**config.mk**
```make
export PLATFORM = sky130hd
export DESIGN_NAME = k005297_crc14gen_flat
export DESIGN_NICKNAME = d
export VERILOG_FILES = /design/src/rtl/k005297_pkg.sv /design/src/rtl/k005297_crc14gen_if.sv /design/src/rtl/k005297_crc14_lfsr.sv /design/src/rtl/k005297_crc14gen.sv /design/src/flat_wrapper.sv
export SDC_FILE = /design/constraint.sdc
export NUM_CORES = 1
export LEC_CHECK = 0
export ABC_AREA = 1
export BUFFER_PORTS_ARGS = -buffer_cell sky130_fd_sc_hd__buf_2
export CORE_MARGIN = 2
export CORE_UTILIZATION = 51
export CTS_CLUSTER_DIAMETER = 120
export CTS_CLUSTER_SIZE = 10
export DETAILED_ROUTE_END_ITERATION = 16
export HOLD_SLACK_MARGIN = 0.08
export PLACE_DENSITY = 0.75
export SLEW_MARGIN = 0
export SYNTH_ARGS = -nofsm -noshare
export SYNTH_HDL_FRONTEND = slang
export SYNTH_HIERARCHICAL = 1
export SYNTH_SLANG_ARGS = --single-unit
```
**constraint.sdc**
```tcl
create_clock -name i_MCLK -period 1.7 [get_ports i_MCLK]
set_input_delay 0.085 -clock i_MCLK [delete_from_list [all_inputs] [get_ports i_MCLK]]
set_output_delay 0.085 -clock i_MCLK [all_outputs]
set_load 0.02 [all_outputs]
```
**src/rtl/k005297_pkg.sv**
```systemverilog
// Shared CRC14 definitions (x^14+x^5+x^4+1, zero preset) and the page serializer state encoding.
package k005297_pkg;

    localparam int CRC14_W = 14;
    localparam logic [CRC14_W-1:0] CRC14_POLY = 14'h0031;

    typedef enum logic [1:0] {
        ST_IDLE,
        ST_DATA,
        ST_CRC,
        ST_DONE
    } state_t;

    // One serial step: feedback is the outgoing MSB xor the incoming bit.
    function automatic logic [CRC14_W-1:0] crc14_step(input logic [CRC14_W-1:0] crc,
                                                      input logic din);
        logic fb;
        fb = crc[CRC14_W-1] ^ din;
        crc14_step = {crc[CRC14_W-2:0], 1'b0} ^ (fb ? CRC14_POLY : '0);
    endfunction

endpackage

```
**src/rtl/k005297_crc14gen_if.sv**
```systemverilog
// Page serializer bus: enable, page control, serial data in, serial data/CRC out.
// o_SELFCHK_ERR exists only when K005297_CRC14GEN_SELFCHECK_EN is defined.
interface k005297_crc14gen_if;
    import k005297_pkg::*;

    logic               i_CLK2M_PCEN_n;
    logic               i_PAGE_START;
    logic               i_ABORT;
    logic               i_BIT_STB;
    logic               i_DIN;
    logic               o_BDO;
    logic               o_BDO_VALID;
    logic               o_CRC_PHASE;
    logic               o_BUSY_n;
    logic               o_DONE;
    logic [CRC14_W-1:0] o_CRC;
`ifdef K005297_CRC14GEN_SELFCHECK_EN
    logic               o_SELFCHK_ERR;

    modport master (
        output i_CLK2M_PCEN_n, i_PAGE_START, i_ABORT, i_BIT_STB, i_DIN,
        input  o_BDO, o_BDO_VALID, o_CRC_PHASE, o_BUSY_n, o_DONE, o_CRC, o_SELFCHK_ERR
    );
    modport slave (
        input  i_CLK2M_PCEN_n, i_PAGE_START, i_ABORT, i_BIT_STB, i_DIN,
        output o_BDO, o_BDO_VALID, o_CRC_PHASE, o_BUSY_n, o_DONE, o_CRC, o_SELFCHK_ERR
    );
`else
    modport master (
        output i_CLK2M_PCEN_n, i_PAGE_START, i_ABORT, i_BIT_STB, i_DIN,
        input  o_BDO, o_BDO_VALID, o_CRC_PHASE, o_BUSY_n, o_DONE, o_CRC
    );
    modport slave (
        input  i_CLK2M_PCEN_n, i_PAGE_START, i_ABORT, i_BIT_STB, i_DIN,
        output o_BDO, o_BDO_VALID, o_CRC_PHASE, o_BUSY_n, o_DONE, o_CRC
    );
`endif
endinterface

```
**src/rtl/k005297_crc14_lfsr.sv**
```systemverilog
// Serial CRC14 register: clear wins over step; holds when neither is asserted.
module k005297_crc14_lfsr
    import k005297_pkg::*;
(
    input  logic               clk,
    input  logic               rst_n,
    input  logic               step,
    input  logic               clear,
    input  logic               din,
    output logic [CRC14_W-1:0] crc
);

    always_ff @(posedge clk) begin
        if (!rst_n || clear)
            crc <= '0;
        else if (step)
            crc <= crc14_step(crc, din);
    end

endmodule

```
**src/rtl/k005297_crc14gen.sv**
```systemverilog
// Serializes one bubble page then its CRC14 MSB first; outputs registered, one tick latency.
// Advances only on enable ticks with a bit strobe; optional checker via K005297_CRC14GEN_SELFCHECK_EN.
module k005297_crc14gen
    import k005297_pkg::*;
#(
    parameter int PAGE_BITS = 512,
    parameter int CNT_W     = 12
)(
    input  logic              i_MCLK,
    input  logic              i_SYS_RST_n,
    k005297_crc14gen_if.slave bus
);

    localparam logic [CNT_W-1:0] LAST_DATA = CNT_W'(PAGE_BITS - 1);
    localparam logic [CNT_W-1:0] LAST_CRC  = CNT_W'(CRC14_W - 1);

    state_t             state, state_nxt;
    logic [CNT_W-1:0]   cnt, cnt_nxt;
    logic               bdo, bdo_nxt, bdo_vld, vld_nxt, phase, phase_nxt;
    logic               busy_n, busy_n_nxt, done, done_nxt;
    logic               tick, stb, abort, start;
    logic               crc_step, crc_clr, crc_din;
    logic [CRC14_W-1:0] crc;

    assign tick  = !bus.i_CLK2M_PCEN_n;
    assign stb   = bus.i_BIT_STB;
    assign abort = bus.i_ABORT && (state != ST_IDLE);
    assign start = bus.i_PAGE_START && (state == ST_IDLE);

    always_ff @(posedge i_MCLK) begin
        if (!i_SYS_RST_n) begin
            state   <= ST_IDLE;
            cnt     <= '0;
            bdo     <= 1'b0;
            bdo_vld <= 1'b0;
            phase   <= 1'b0;
            busy_n  <= 1'b1;
            done    <= 1'b0;
        end else if (tick) begin
            state   <= state_nxt;
            cnt     <= cnt_nxt;
            bdo     <= bdo_nxt;
            bdo_vld <= vld_nxt;
            phase   <= phase_nxt;
            busy_n  <= busy_n_nxt;
            done    <= done_nxt;
        end
    end

    always_comb begin
        state_nxt = state;
        if (abort) begin
            state_nxt = ST_IDLE;
        end else begin
            unique case (state)
                ST_IDLE: if (bus.i_PAGE_START)      state_nxt = ST_DATA;
                ST_DATA: if (stb && cnt == LAST_DATA) state_nxt = ST_CRC;
                ST_CRC:  if (stb && cnt == LAST_CRC)  state_nxt = ST_DONE;
                default:                             state_nxt = ST_IDLE;
            endcase
        end
    end

    // In the CRC phase, stepping with din=crc[13] zeroes the feedback, giving a plain shift.
    always_comb begin
        cnt_nxt    = cnt;
        bdo_nxt    = bdo;
        vld_nxt    = 1'b0;
        phase_nxt  = phase;
        busy_n_nxt = busy_n;
        done_nxt   = 1'b0;
        crc_clr    = 1'b0;
        crc_step   = 1'b0;
        crc_din    = bus.i_DIN;
        if (abort) begin
            cnt_nxt    = '0;
            bdo_nxt    = 1'b0;
            phase_nxt  = 1'b0;
            busy_n_nxt = 1'b1;
            crc_clr    = 1'b1;
        end else begin
            unique case (state)
                ST_IDLE: begin
                    busy_n_nxt = !bus.i_PAGE_START;
                    if (bus.i_PAGE_START) begin
                        cnt_nxt = '0;
                        crc_clr = 1'b1;
                    end
                end
                ST_DATA: if (stb) begin
                    bdo_nxt  = bus.i_DIN;
                    vld_nxt  = 1'b1;
                    crc_step = 1'b1;
                    cnt_nxt  = (cnt == LAST_DATA) ? '0 : cnt + CNT_W'(1);
                end
                ST_CRC: if (stb) begin
                    bdo_nxt   = crc[CRC14_W-1];
                    vld_nxt   = 1'b1;
                    phase_nxt = 1'b1;
                    crc_step  = 1'b1;
                    crc_din   = crc[CRC14_W-1];
                    cnt_nxt   = (cnt == LAST_CRC) ? '0 : cnt + CNT_W'(1);
                end
                default: begin
                    done_nxt  = 1'b1;
                    phase_nxt = 1'b0;
                end
            endcase
        end
    end

    k005297_crc14_lfsr u_gen (
        .clk   (i_MCLK),
        .rst_n (i_SYS_RST_n),
        .step  (tick && crc_step),
        .clear (tick && crc_clr),
        .din   (crc_din),
        .crc   (crc)
    );

`ifdef K005297_CRC14GEN_SELFCHECK_EN
    logic [CRC14_W-1:0] chk;
    logic               chk_err;

    k005297_crc14_lfsr u_chk (
        .clk   (i_MCLK),
        .rst_n (i_SYS_RST_n),
        .step  (tick && bdo_vld),
        .clear (tick && start),
        .din   (bdo),
        .crc   (chk)
    );

    // The final CRC bit is folded in on this same tick, so judge the stepped value.
    always_ff @(posedge i_MCLK) begin
        if (!i_SYS_RST_n)
            chk_err <= 1'b0;
        else if (tick && start)
            chk_err <= 1'b0;
        else if (tick && state == ST_DONE && !abort)
            chk_err <= ((bdo_vld ? crc14_step(chk, bdo) : chk) != '0);
    end

    assign bus.o_SELFCHK_ERR = chk_err;
`endif

    assign bus.o_BDO       = bdo;
    assign bus.o_BDO_VALID = bdo_vld;
    assign bus.o_CRC_PHASE = phase;
    assign bus.o_BUSY_n    = busy_n;
    assign bus.o_DONE      = done;
    assign bus.o_CRC       = crc;

endmodule

```
**src/flat_wrapper.sv**
```systemverilog
// flat-port wrapper written by rule: the top's interface ports become plain ports
module k005297_crc14gen_flat import k005297_pkg::*;
#(
    parameter int PAGE_BITS = 512,
    parameter int CNT_W     = 12
)
  (i_MCLK, i_SYS_RST_n, bus_i_CLK2M_PCEN_n, bus_i_PAGE_START, bus_i_ABORT, bus_i_BIT_STB, bus_i_DIN, bus_o_BDO, bus_o_BDO_VALID, bus_o_CRC_PHASE, bus_o_BUSY_n, bus_o_DONE, bus_o_CRC);
  k005297_crc14gen_if bus_i ();
  input  logic i_MCLK;
  input  logic i_SYS_RST_n;
  input wire logic [$bits(bus_i.i_CLK2M_PCEN_n)-1:0] bus_i_CLK2M_PCEN_n;
  input wire logic [$bits(bus_i.i_PAGE_START)-1:0] bus_i_PAGE_START;
  input wire logic [$bits(bus_i.i_ABORT)-1:0] bus_i_ABORT;
  input wire logic [$bits(bus_i.i_BIT_STB)-1:0] bus_i_BIT_STB;
  input wire logic [$bits(bus_i.i_DIN)-1:0] bus_i_DIN;
  output wire logic [$bits(bus_i.o_BDO)-1:0] bus_o_BDO;
  output wire logic [$bits(bus_i.o_BDO_VALID)-1:0] bus_o_BDO_VALID;
  output wire logic [$bits(bus_i.o_CRC_PHASE)-1:0] bus_o_CRC_PHASE;
  output wire logic [$bits(bus_i.o_BUSY_n)-1:0] bus_o_BUSY_n;
  output wire logic [$bits(bus_i.o_DONE)-1:0] bus_o_DONE;
  output wire logic [$bits(bus_i.o_CRC)-1:0] bus_o_CRC;
  assign bus_i.i_CLK2M_PCEN_n = bus_i_CLK2M_PCEN_n;
  assign bus_i.i_PAGE_START = bus_i_PAGE_START;
  assign bus_i.i_ABORT = bus_i_ABORT;
  assign bus_i.i_BIT_STB = bus_i_BIT_STB;
  assign bus_i.i_DIN = bus_i_DIN;
  assign bus_o_BDO = bus_i.o_BDO;
  assign bus_o_BDO_VALID = bus_i.o_BDO_VALID;
  assign bus_o_CRC_PHASE = bus_i.o_CRC_PHASE;
  assign bus_o_BUSY_n = bus_i.o_BUSY_n;
  assign bus_o_DONE = bus_i.o_DONE;
  assign bus_o_CRC = bus_i.o_CRC;
  k005297_crc14gen #(.PAGE_BITS(PAGE_BITS), .CNT_W(CNT_W)) u_core (.i_MCLK(i_MCLK), .i_SYS_RST_n(i_SYS_RST_n), .bus(bus_i));
endmodule
```
==> results.yml <==
run_status:
  outcome: "complete, but fails checks"
  violations: "negative setup slack"
clocking:
  clk_path_buf_depth: 2
  postCtsHoldBufs: 0
  numCtsBuffers: 5
  insertion_delay_ns: 0.29
  clkTransAtPathRegs_ns: 0.07
  tritoncts: "yes"
  root_buffer: "clkbuf_8"
  clock_sinks: 33
  h-tree-depth: 2
placed_design:
  hpwl_um: 3040
  placed_cells: 352
  port_buffers: 25
  gp_congestion: 0.952
synth:
  synthFlopType: "dfxtp_1"
  synthDistinctLibCells: 32
  async_flop_share_pct: 0
  ys_seq_area_share_pct: 33.7
  ys_ff_latch: 33
  avgSynthCellArea_um2: 7.15
  synth_edf_count: 0
  synth_cells: 274
  syn_area_um2: 1960
  yosysWarnings: 6
  synth_nets: 287
detailed_routing:
  drt_iter0_drc: 110
  drt-total-wl_um: 4470
  vias: 1866
  viasPerCell: 4.99
  drc: 0
  ant_nets: 0
  dr.pass1.iters: 6
  routedWlPerCell_um: 11.9
setup_path:
  crit_slowest_cell: "dfxtp_2"
  worst_path_largest_cell_delay_ns: 0.32
  worstSetupEndpointType: "flip-flop"
  cpLargestDelayFamily: "simple AND/OR/NAND/NOR gates"
  startpoint_type: "flip-flop"
  crit_fanout: 8
  crit_buf_inv: 6
  crit_required_ns: 1.88
  crit_arrival_ns: 1.93
  worst-setup-path-type: "flip-flop to flip-flop"
  path_cells: "inv_2 -> ha_4 -> inv_4 -> nand2_4 -> inv_6 -> nor2_4 -> inv_2 -> nor3_4 -> buf_6 -> clkinv_8 -> nand2_1 -> nand2_1 -> nor2_1 -> nor2_1"
timing:
  finalSetupTns_ns: -0.232
  tightest_slew_ns: 0.370
  fin_worst_skew_ns: 0.00780
  clock.fmax_mhz: 573
  period_share_pct: 103
  layout_min_cycle_time_ns: 1.75
  final-hold-violation-count: 0
  hold_slack_ns: 0.0939
  slew_headroom_pct: 75.1
  setup_ws_ns: -0.0456
  final_max_slew_viol_count: 0
  rsz0062_at_grt: "true"
  setup_viol: 11
finish:
  final_core_util_pct: 68.1
  area_growth_pct: 28.2
  stdcell_count: 374
  drive_above_1_share_pct: 39.0
  diodes: 0
  nets: 338
global_route:
  grt_use_total_pct: 21.0
  grt_max_degree: 17
  grt_pass1_wl_um: 7050
  grt_pass1_vias: 1630
  grt_remaining_overflow: 0
  antenna_found_initial: 0
floorplanning:
  fp.coreArea_um2: 3690
  num_rows: 22
  die-area_um2: 4350
  start_util_pct: 53.1
  fp.dieH_um: 66.0
  ios: 26
  die_w_um: 66.0
pwr:
  total_power_uw: 2090
  peakVddDrop_mv: 0.531
  p_leak_uw: 0.00111
  power_density_nw_per_um2: 832
run:
  cap_viol_max_count: 0
worst_hold_path:
  hold_path_class: "input port to flip-flop"
-- stage by stage --
step | cell area [µm²] | worst slack, ns
floorplan | 1990 | 0.0286
global placement | 2180 | 0.0160
detailed placement | 2180 | -0.0632
CTS | 2310 | 0.00704
global route | 2510 | -0.120
finish | 2510 | -0.0456
-- flip-flops by register name, summed over array words and instances, names as in the netlist --
name and flops:
u_core/state 2, u_core/bus.o_BDO_VALID 1, u_core/u_gen/crc 14, u_core/cnt 12
u_core/bus.o_CRC_PHASE 1, u_core/bus.o_BDO 1, u_core/bus.o_DONE 1, u_core/bus.o_BUSY_n 1
-- tightest hold or removal path: stages --
cell and delay, ns:
buf_2 0.13, nand2_1 0.06, a21oi_1 0.06
-- cell usage after synthesis, types with 5 or more instances --
cell     instances  area [µm²]
a21oi_2         12         105
nand4_1          7        43.8
nand2_2         17         106
nand3_1         10        50.1
ha_1             6        75.1
nand2_1         61         229
inv_1           37         139
dfxtp_1         33         661
nor2_1          32         120
inv_2            5        18.8
a21oi_1          8        40.0
o21ai_0         12        60.1
-- layout make-up --
type	count	area (µm²)
Timing Repair Buffer	50	347
Multi-Input combinational cell	192	1140
Clock inverter	1	30.0
Tap cell	48	60.1
Clock buffer	7	86.3
Inverter	43	181
Fill cell	286	1180
Sequential cell	33	666
-- per-layer routing --
layer | part of all wire [%] | up-vias | routed length [µm] | track usage (%)
met5 | 0 | - | 0 | 0
li1 | - | 962 | - | -
met4 | 2.1 | 0 | 94 | 7.65
met2 | 48 | 48 | 2140 | 35.1
met1 | 46 | 843 | 2050 | 26.3
met3 | 4.1 | 13 | 184 | 4.77
-- cell usage in the layout, fill, tap and decap left out, types with 3 or more instances in the layout --
cell      synthesis  layout
inv_1            37      31
nand4_1           7       7
nand2_1          61      58
o21ai_1           1       4
ha_1              6       4
buf_2             1      26
dfxtp_1          33      29
nand2_4           1       3
clkbuf_8          0       6
dfxtp_2           0       4
buf_4             0      19
buf_6             3       3
nor2_2            3       4
inv_2             5       9
nor3_1            3       3
nand3_1          10      10
o21ai_0          12       9
a21oi_2          12      12
a21oi_1           8       8
nor2_4            4       8
nand2_2          17      18
nor2_1           32      27
-- power by group --
group	internal, µW	total [µW]	switching (µW)
Sequential	794	806	11.8
Combinational	208	512	304
Clock	478	773	295
-- worst paths after layout --
path              cells past startpoint  slack (ns)                     end                   start
setup reg to reg                     14       -0.05     u_core/u_gen/crc[5]         u_core/state[0]
hold / removal                        3        0.09  u_core/bus.o_BDO_VALID      bus_i_CLK2M_PCEN_n
hold reg to reg                       2        0.45  u_core/bus.o_CRC_PHASE  u_core/bus.o_CRC_PHASE
setup / recovery                     14       -0.05     u_core/u_gen/crc[5]         u_core/state[0]
-- what timing repair did --
item                       4_1_cts  5_1_grt
setup buffers                    1       12
gates resized for setup          2       29
setup endpoints to repair        3       18
pin swaps                        1       11
cloned                           0        1
-- cells by family (layout without fill, tap and decap cells) --
kind of cell	after synthesis	count (layout)	synth area share [%]
fa+ha+maj	6	6	3.83
xor+xnor	2	2	0.894
buf+inv	49	101	12.4
mux	1	1	0.511
compound gates	37	37	12.3
simple gates	146	146	36.4
flops	33	33	33.7
Power figures use the tool's default switching activity.
